## src/rtl/fnd_pkg.sv

```systemverilog
// Shared definitions for the 4-digit FND interface: segment codes, BCD type,
// decoder state encoding and the BCD-to-binary helper.
package fnd_pkg;

  typedef logic [3:0] bcd_t;

  typedef enum logic {COLLECT, CONVERT} state_t;

  // Active-low segment codes, bits 6:0 = g..a; FndController encodes with the same table
  localparam logic [6:0] SEG_0     = 7'h40;
  localparam logic [6:0] SEG_1     = 7'h79;
  localparam logic [6:0] SEG_2     = 7'h24;
  localparam logic [6:0] SEG_3     = 7'h30;
  localparam logic [6:0] SEG_4     = 7'h19;
  localparam logic [6:0] SEG_5     = 7'h12;
  localparam logic [6:0] SEG_6     = 7'h02;
  localparam logic [6:0] SEG_7     = 7'h78;
  localparam logic [6:0] SEG_8     = 7'h00;
  localparam logic [6:0] SEG_9     = 7'h10;
  localparam logic [6:0] SEG_BLANK = 7'h7F;

  // Constant multiplies as shift-add: 1000 = 1024-16-8, 100 = 64+32+4, 10 = 8+2
  function automatic logic [13:0] bcd_to_bin(input bcd_t d3, input bcd_t d2,
                                             input bcd_t d1, input bcd_t d0);
    logic [13:0] w3, w2, w1, w0;
    w3 = {10'd0, d3};
    w2 = {10'd0, d2};
    w1 = {10'd0, d1};
    w0 = {10'd0, d0};
    return ((w3 << 10) - (w3 << 4) - (w3 << 3))
         + ((w2 << 6) + (w2 << 5) + (w2 << 2))
         + ((w1 << 3) + (w1 << 1))
         + w0;
  endfunction

endpackage

```

## src/rtl/fnd_seg_decode.sv

```systemverilog
// Combinational active-low 7-segment decoder; blank decodes to a legal zero
// so leading-zero blanking reads back as the displayed value.
module fnd_seg_decode
  import fnd_pkg::*;
(
  input  logic [6:0] seg,
  output logic       legal,
  output bcd_t       bcd
);

  always_comb begin
    legal = 1'b1;
    bcd   = 4'd0;
    case (seg)
      SEG_0:     bcd = 4'd0;
      SEG_1:     bcd = 4'd1;
      SEG_2:     bcd = 4'd2;
      SEG_3:     bcd = 4'd3;
      SEG_4:     bcd = 4'd4;
      SEG_5:     bcd = 4'd5;
      SEG_6:     bcd = 4'd6;
      SEG_7:     bcd = 4'd7;
      SEG_8:     bcd = 4'd8;
      SEG_9:     bcd = 4'd9;
      SEG_BLANK: bcd = 4'd0;
      default:   legal = 1'b0;
    endcase
  end

endmodule

```

## src/rtl/fnd_decoder.sv

```systemverilog
// Rebuilds the displayed 0-9999 value from a scanned fndCom/fndFont bus:
// settle filter, per-digit capture into a frame, then BCD-to-binary conversion.
module fnd_decoder
  import fnd_pkg::*;
#(
  parameter int STABLE_CYCLES = 16
) (
  input  logic        clk,
  input  logic        reset,
  input  logic [3:0]  fndCom,
  input  logic [7:0]  fndFont,
  output logic [13:0] number,
  output logic        number_valid,
  output logic [3:0]  dp,
  output logic        font_err,
  output logic        com_err
);

  localparam logic [7:0] STABLE_MAX  = 8'(STABLE_CYCLES);
  localparam logic [7:0] STABLE_LAST = 8'(STABLE_CYCLES - 1);

  logic [3:0]       com_q, com_prev;
  logic [7:0]       font_q, font_prev;
  logic [7:0]       settle_cnt;
  logic [3:0]       frame_mask;
  bcd_t [3:0]       digit_slot, conv_digit;
  logic [3:0]       dp_slot, conv_dp;
  state_t           state;

  logic             seg_legal;
  bcd_t             seg_bcd;
  logic             inputs_changed, sample_evt, com_blank, com_single;
  logic [1:0]       digit_idx;
  logic             store_evt, frame_done;
  logic [3:0]       next_mask, next_dp;
  bcd_t [3:0]       next_digit;

  fnd_seg_decode u_seg_decode (
    .seg   (font_q[6:0]),
    .legal (seg_legal),
    .bcd   (seg_bcd)
  );

  always_comb begin
    inputs_changed = {com_q, font_q} != {com_prev, font_prev};
    sample_evt     = !inputs_changed && (settle_cnt == STABLE_LAST);
    com_blank      = (com_q == 4'b1111);
    com_single     = 1'b1;
    digit_idx      = 2'd0;
    case (com_q)
      4'b1110: digit_idx = 2'd0;
      4'b1101: digit_idx = 2'd1;
      4'b1011: digit_idx = 2'd2;
      4'b0111: digit_idx = 2'd3;
      default: com_single = 1'b0;
    endcase
    store_evt  = sample_evt && com_single && seg_legal;
    next_digit = digit_slot;
    next_dp    = dp_slot;
    next_mask  = frame_mask;
    if (store_evt) begin
      next_digit[digit_idx] = seg_bcd;
      next_dp[digit_idx]    = ~font_q[7];
      next_mask[digit_idx]  = 1'b1;
    end
    // Completion is seen on the sampling cycle itself, keeping latency at two edges
    frame_done = store_evt && (next_mask == 4'b1111);
  end

  always_ff @(posedge clk) begin
    if (reset) begin
      com_q        <= 4'b1111;
      font_q       <= 8'hFF;
      com_prev     <= 4'b1111;
      font_prev    <= 8'hFF;
      settle_cnt   <= 8'd0;
      frame_mask   <= 4'b0000;
      digit_slot   <= '0;
      dp_slot      <= 4'b0000;
      conv_digit   <= '0;
      conv_dp      <= 4'b0000;
      state        <= COLLECT;
      number       <= 14'd0;
      dp           <= 4'b0000;
      number_valid <= 1'b0;
      font_err     <= 1'b0;
      com_err      <= 1'b0;
    end else begin
      com_q        <= fndCom;
      font_q       <= fndFont;
      com_prev     <= com_q;
      font_prev    <= font_q;
      number_valid <= 1'b0;
      font_err     <= 1'b0;
      com_err      <= 1'b0;

      if (inputs_changed)
        settle_cnt <= 8'd0;
      else if (settle_cnt != STABLE_MAX)
        settle_cnt <= settle_cnt + 8'd1;

      if (sample_evt && !com_blank) begin
        if (!com_single) begin
          com_err    <= 1'b1;
          frame_mask <= 4'b0000;
        end else if (!seg_legal) begin
          font_err   <= 1'b1;
          frame_mask <= 4'b0000;
        end else begin
          digit_slot <= next_digit;
          dp_slot    <= next_dp;
          frame_mask <= frame_done ? 4'b0000 : next_mask;
        end
      end

      case (state)
        COLLECT: begin
          if (frame_done) begin
            conv_digit <= next_digit;
            conv_dp    <= next_dp;
            state      <= CONVERT;
          end
        end
        CONVERT: begin
          number       <= bcd_to_bin(conv_digit[3], conv_digit[2],
                                     conv_digit[1], conv_digit[0]);
          dp           <= conv_dp;
          number_valid <= 1'b1;
          state        <= COLLECT;
        end
        default: state <= COLLECT;
      endcase
    end
  end

endmodule

```

## config.mk

```make
export PLATFORM = sky130hd
export DESIGN_NAME = fnd_decoder
export DESIGN_NICKNAME = d
export VERILOG_FILES = /design/src/rtl/fnd_pkg.sv /design/src/rtl/fnd_seg_decode.sv /design/src/rtl/fnd_decoder.sv
export SDC_FILE = /design/constraint.sdc
export NUM_CORES = 1
export LEC_CHECK = 0
export BUFFER_PORTS_ARGS = -buffer_cell sky130_fd_sc_hd__buf_2
export CAP_MARGIN = 20
export CORE_MARGIN = 2
export CORE_UTILIZATION = 60
export CTS_CLUSTER_DIAMETER = 120
export DETAILED_ROUTE_END_ITERATION = 7
export HOLD_SLACK_MARGIN = 0.12
export PLACE_DENSITY_LB_ADDON = 0.12
export SYNTH_ARGS = -nofsm -noshare
export SYNTH_HDL_FRONTEND = slang
export SYNTH_HIERARCHICAL = 1
export SYNTH_SLANG_ARGS = --single-unit
```

## constraint.sdc

```tcl
create_clock -name clk -period 5.1 [get_ports clk]
set_input_delay 1.53 -clock clk [delete_from_list [all_inputs] [get_ports clk]]
set_output_delay 1.53 -clock clk [all_outputs]
set_load 0.02 [all_outputs]
```

After elaboration in Yosys (flattened, before gate mapping)
Index checks and enable logic that the tools add are counted.
{ "op_classes": {"addsub": 9, "multipliers": 0, "div": 0, "magnitude_cmp": 2, "eq_ne": 19, "n_shift": 0, "n_mux": 21, "bitwise": 5, "reduce_logical": 16} }
{ "op_table": {"columns": ["op", "count"], "rows": [
  ["4-bit one-hot mux with 9 select lines", 1],
  ["7-bit == test, second input constant", 4],
  ["4-bit two-way mux", 6],
  ["7-bit by 5-bit == test with 1-bit output, second input constant", 3],
  ["4-bit == test, second input constant", 5],
  ["16-bit bitwise mux", 1],
  ["16-bit two-way mux", 1],
  ["14-bit by 12-bit adder with 14-bit output", 1],
  ["14-bit by 4-bit adder with 14-bit output", 1],
  ["14-bit by 8-bit adder with 14-bit output", 1],
  ["7-bit by 6-bit == test with 1-bit output, second input constant", 2],
  ["14-bit by 7-bit subtractor with 14-bit output", 1],
  ["14-bit by 8-bit subtractor with 14-bit output", 1],
  ["11-bit by 6-bit adder with 12-bit output", 1],
  ["12-bit inequality test", 1],
  ["10-bit by 9-bit adder with 11-bit output", 1],
  ["11-bit OR reduction", 1],
  ["7-bit by 5-bit adder with 8-bit output", 1],
  ["8-bit by 1-bit adder with 8-bit output, second input constant", 1],
  ["4-bit demux with 2-bit select", 1],
  ["8-bit by 4-bit == test with 1-bit output, second input constant", 1],
  ["8-bit by 5-bit inequality test with 1-bit output, second input constant", 1],
  ["7-bit by 2-bit == test with 1-bit output, second input constant", 1],
  ["7-bit zero test", 1],
  ["other kinds (17)", 33]
]} }
{ "totals": {"regBits": 98, "latchBits": 0, "ram_bits": 0, "mem_bits_ro": 0, "in_bits": 14, "memories": 0} }

Depth between registers and ports, before layout
{ "logic_depth": {"ltp_word": 13, "mapped_depth": 14} }

Hierarchy
The synthesis kept the hierarchy.
{ "modules_own_cells": {"columns": ["mod", "n_inst", "cells_each", "area_each_um2"], "rows": [
  ["fnd_decoder", 1, 485, 4919.7],
  ["fnd_seg_decode", 1, 32, 219.0]
]} }

Worst setup path after synthesis
No wires, ideal clock.
{ "synth_path": {"path_type": "reg-to-reg", "start": "register conv_digit[5] in the netlist's numbering", "end": "register number[13]", "arrival_time_ns": 3.421, "required_time_ns": 4.972, "slack_ns": 1.551, "path_stages_with_launch": 15, "n_path_buf": 0, "cell_sequence": "dfxtp_1 inv_1 fa_1 inv_1 fa_1 inv_1 fa_1 inv_1 fa_1 a21oi_1 o2111ai_1 a41oi_1 xnor2_1 mux2i_1 nor2_1"} }
{ "synth_between": {"elab_chain_len": 3} }
{ "synth_lines": {"columns": ["element", "line_no", "rtl"], "rows": [
  ["start, declared", "fnd_decoder.sv:26", "bcd_t [3:0] digit_slot, conv_digit;"],
  ["start signal, assigned", "fnd_decoder.sv:119", "conv_digit <= next_digit;"],
  ["7-bit by 5-bit adder with 8-bit output", "fnd_pkg.sv:32", "+ ((w1 << 3) + (w1 << 1))"],
  ["14-bit by 8-bit adder with 14-bit output", "fnd_pkg.sv:32", null],
  ["14-bit by 4-bit adder with 14-bit output", "fnd_pkg.sv:33", "+ w0;"],
  ["end signal, assigned", "fnd_decoder.sv:125", "number <= bcd_to_bin(conv_digit[3], conv_digit[2],"],
  ["end, declared", "fnd_decoder.sv:12", "output logic [13:0] number,"]
]} }
No other way between the ends.
A chain may end at the register's enable or synchronous reset.

Worst setup path after layout
Ends and elaborated chain as after synthesis.

==> metrics.md <==
| Metric | Value |
|---|---|
| Status | finished, final reports clean |
| Wire length per cell | between 10 and 15 µm |
| Netlist cell types | 62 |
| Vias in the first global route | 3409 |
| Cts bufs inserted | 9 |
| Share of layout cells above drive strength 1 | 18.2% |
| Arrival time at the worst endpoint | 4.04 ns |
| Post-synth top flop | dfxtp_1 |
| Sequential element share of the synthesized area | 38.2% |
| Post-Syn Nets | around 580 |
| Max-capacitance violation count | 0 |
| Vias/cell | about 5.5 |
| Reg2reg start | conv_digit[5] |
| Global-route wire length before repair | approximately 16000 µm |
| Fin crit period | 3.82 ns |
| Crit Path Class | reg -> reg |
| Post-layout worst setup margin | 1.28 ns |
| Ant. Diodes | 0 |
| Most frequent cells after synthesis | 98 x dfxtp_1, 63 x nor2_1, 59 x inv_1, 33 x mux2i_1, 30 x ha_1 |
| Root Driver | clkbuf_8 |
| Clock slew at reported path FFs | approximately 0.09 ns |
| Worst Hold Endpoint | conv_digit[0] |
| CP Max Fanout | 3 |
| Total chip power | between 1 and 1.5 mW |
| Finished Layout Cells | 653 |
| Worst endpoint required time | 5.32 ns |
| FMAX | 0.262 GHz |
| Core region area | 0.00826 mm² |
| H-tree depth | 3 |
| Final Max Tran Viols | 0 |
| Cell Area, Synth | 0.00514 mm² |
| Area Overhead vs Synth | 7.89% |
| R2r worst-path depth | 14 |
| Die Wd | 96.5 µm |
| Post-cts resize count | 0 |
| Worst Tran Pin Value | between 0.9 and 1 ns |
| CTS tree | yes |
| Clk buf depth | 2 |
| # DRC | 0 |
| Pre-CTS WS | 1.31 ns |
| Fin crit share | 74.9% |
| RSZ-0062 raised after global routing | no |
| Syn_area_per_cell | between 9 and 10 µm² |
| Final wirelength | 9590 µm |
| Final HPWL DP | 6880 µm |
| Initial Utilization | 62.2% |
| Hold_buf cts | 0 |
| Worst slew margin | 38.1% |
| PwrDens | around 250 mW/mm² |
| Number of clock sinks | 98 |
| GP Congestion | 0.858 |
| Starting DRT DRC Count | roughly 170 |
| Post-layout nets | 603 |
| Post-CTS Setup Bufs | 0 |
| # port buffers | 34 |
| Global Route Usage Sum | 22.2% |
| Most numerous cell in the Yosys netlist | dfxtp_1 |
| Antenna Nets Post-Route | 0 |
| Yosys top cell area share | 38.2% |
| Routed vias | 3567 |
| Hold crit path type | reg -> reg |
| Worst R2R End | number[13] |
| Crit end category | register |
| Number of flops mapped to enable cells by yosys | 0 |
| Final setup fails | 0 |
| Clk_skew | ~0.014 ns |
| Largest net degree at the start of global routing | 73 |
| Largest cells by area after synthesis | dfxtp_1 38%, ha_1 7.3%, mux2i_1 6.4%, fa_1 5.8%, nor2_1 4.6% |
| Chip Height | 96.5 µm |
| Yosys warning total | 6 |
| Cell taking the most area after synthesis | dfxtp_1 |
| Asr flop ratio synth | 0% |
| Worst hold stages | 1 |
| Cells after Synth | 517 |
| Setup_tns | 0 ns |
| Final Core Density | 67.1% |
| Hold Path Origin | conv_digit[0] |
| Top-Level Pins | 35 |
| Grt total ovfl | 0 |
| DRT Pass-1 Iters | 4 |
| Initial antenna violation count | 0 |
| Die area | 0.00932 mm² |
| R2r setup slk | 1.28 ns |
| # rows | 33 |
| Clock latency on the worst-skew pair | 0.36 ns |
| Startpoint types | register |
| Post-Place Cells | 638 |
| Leakage | ~2.3 nW |
| VDD IR max | roughly 0.00011 V |
| Fin. Hold Viols | 0 |
| Synth Register Bits | 98 |
[worst max-delay path by stage]
stage               slack [ns]    endpoint           from
floorplan                 1.55  number[13]  conv_digit[5]
global placement          1.35  number[13]  conv_digit[5]
detailed placement        1.31  number[13]  conv_digit[5]
CTS                       1.28  number[13]  conv_digit[5]
global route              1.02  number[13]  conv_digit[5]
finish                    1.28  number[13]  conv_digit[5]
[report_power, final]
part | internal (mW) | total, mW | leakage, nW | switching [mW]
Clock | 0.275 | 0.541 | 0.106 | 0.266
Combinational | 0.0281 | 0.0631 | 1.42 | 0.0350
Sequential | 0.773 | 0.789 | 0.795 | 0.0159
[metal layers]
layer	share of wire, %	GRT usage, %	vias to the layer above
met2	51	39.3	52
met3	3.0	3.88	7
met4	1.0	7.16	0
li1	-	-	1791
met5	0	0	-
met1	45	27.4	1717
[critical path: stages, from the launching register on]
cell	delay [ns]
dfxtp_1	0.35
inv_1	0.07
fa_1	0.53
inv_1	0.05
fa_1	0.53
inv_1	0.06
fa_1	0.53
inv_1	0.07
fa_1	0.46
a21oi_1	0.26
o2111ai_1	0.22
a41oi_1	0.27
xnor2_1	0.10
mux2i_1	0.13
nor2_1	0.06
[layout make-up]
class                   count  area [µm²]
multi-input cells         339        2830
fillers                   679        2710
flip-flops and latches     98        1960
inverters                  60         225
repair buffers             36         185
well taps                 105         131
clock buffers               9         124
clock inverters             6        90.1
[through the flow]
step                area, µm²  hold slack [ns]
global placement         5330            0.451
CTS                      5540            0.479
finish                   5540            0.474
global route             5540            0.489
floorplan                5140            0.432
detailed placement       5330            0.456
[flip-flops by register name, summed over array words and instances (netlist names)]
signal / cells
font_prev: 8
com_prev: 4
state: 1
com_err: 1
frame_mask: 4
conv_dp: 4
conv_digit: 16
number: 14
dp_slot: 4
com_q: 4
font_q: 8
dp: 4
digit_slot: 16
settle_cnt: 8
font_err: 1
number_valid: 1
[cell families after synthesis]
logic type / Yosys count / synth area share [%]
simple gates: 161 / 17.6
compound gates: 66 / 11.0
xor+xnor: 29 / 5.75
mux: 38 / 7.52
fa+ha+maj: 45 / 13.1
flops: 98 / 38.2
buf+inv: 80 / 6.82
[cell usage in the layout, fill, tap and decap left out, drive strengths merged, types with 5 or more instances in the layout]
cell type  Yosys  routed
inv           60      61
xnor2         26      26
mux2           5       5
buf           10      36
nand3         12      12
and4b          5       5
a21oi         11      11
or2           22      22
nor2          63      63
clkbuf        10       9
dfxtp         98      98
nand4          7       7
nand2         23      23
nor3           7       7
o21ai         12      12
o2bb2ai       15      15
fa            15      15
ha            30      30
mux2i         33      33
Power figures use the tool's default switching activity.
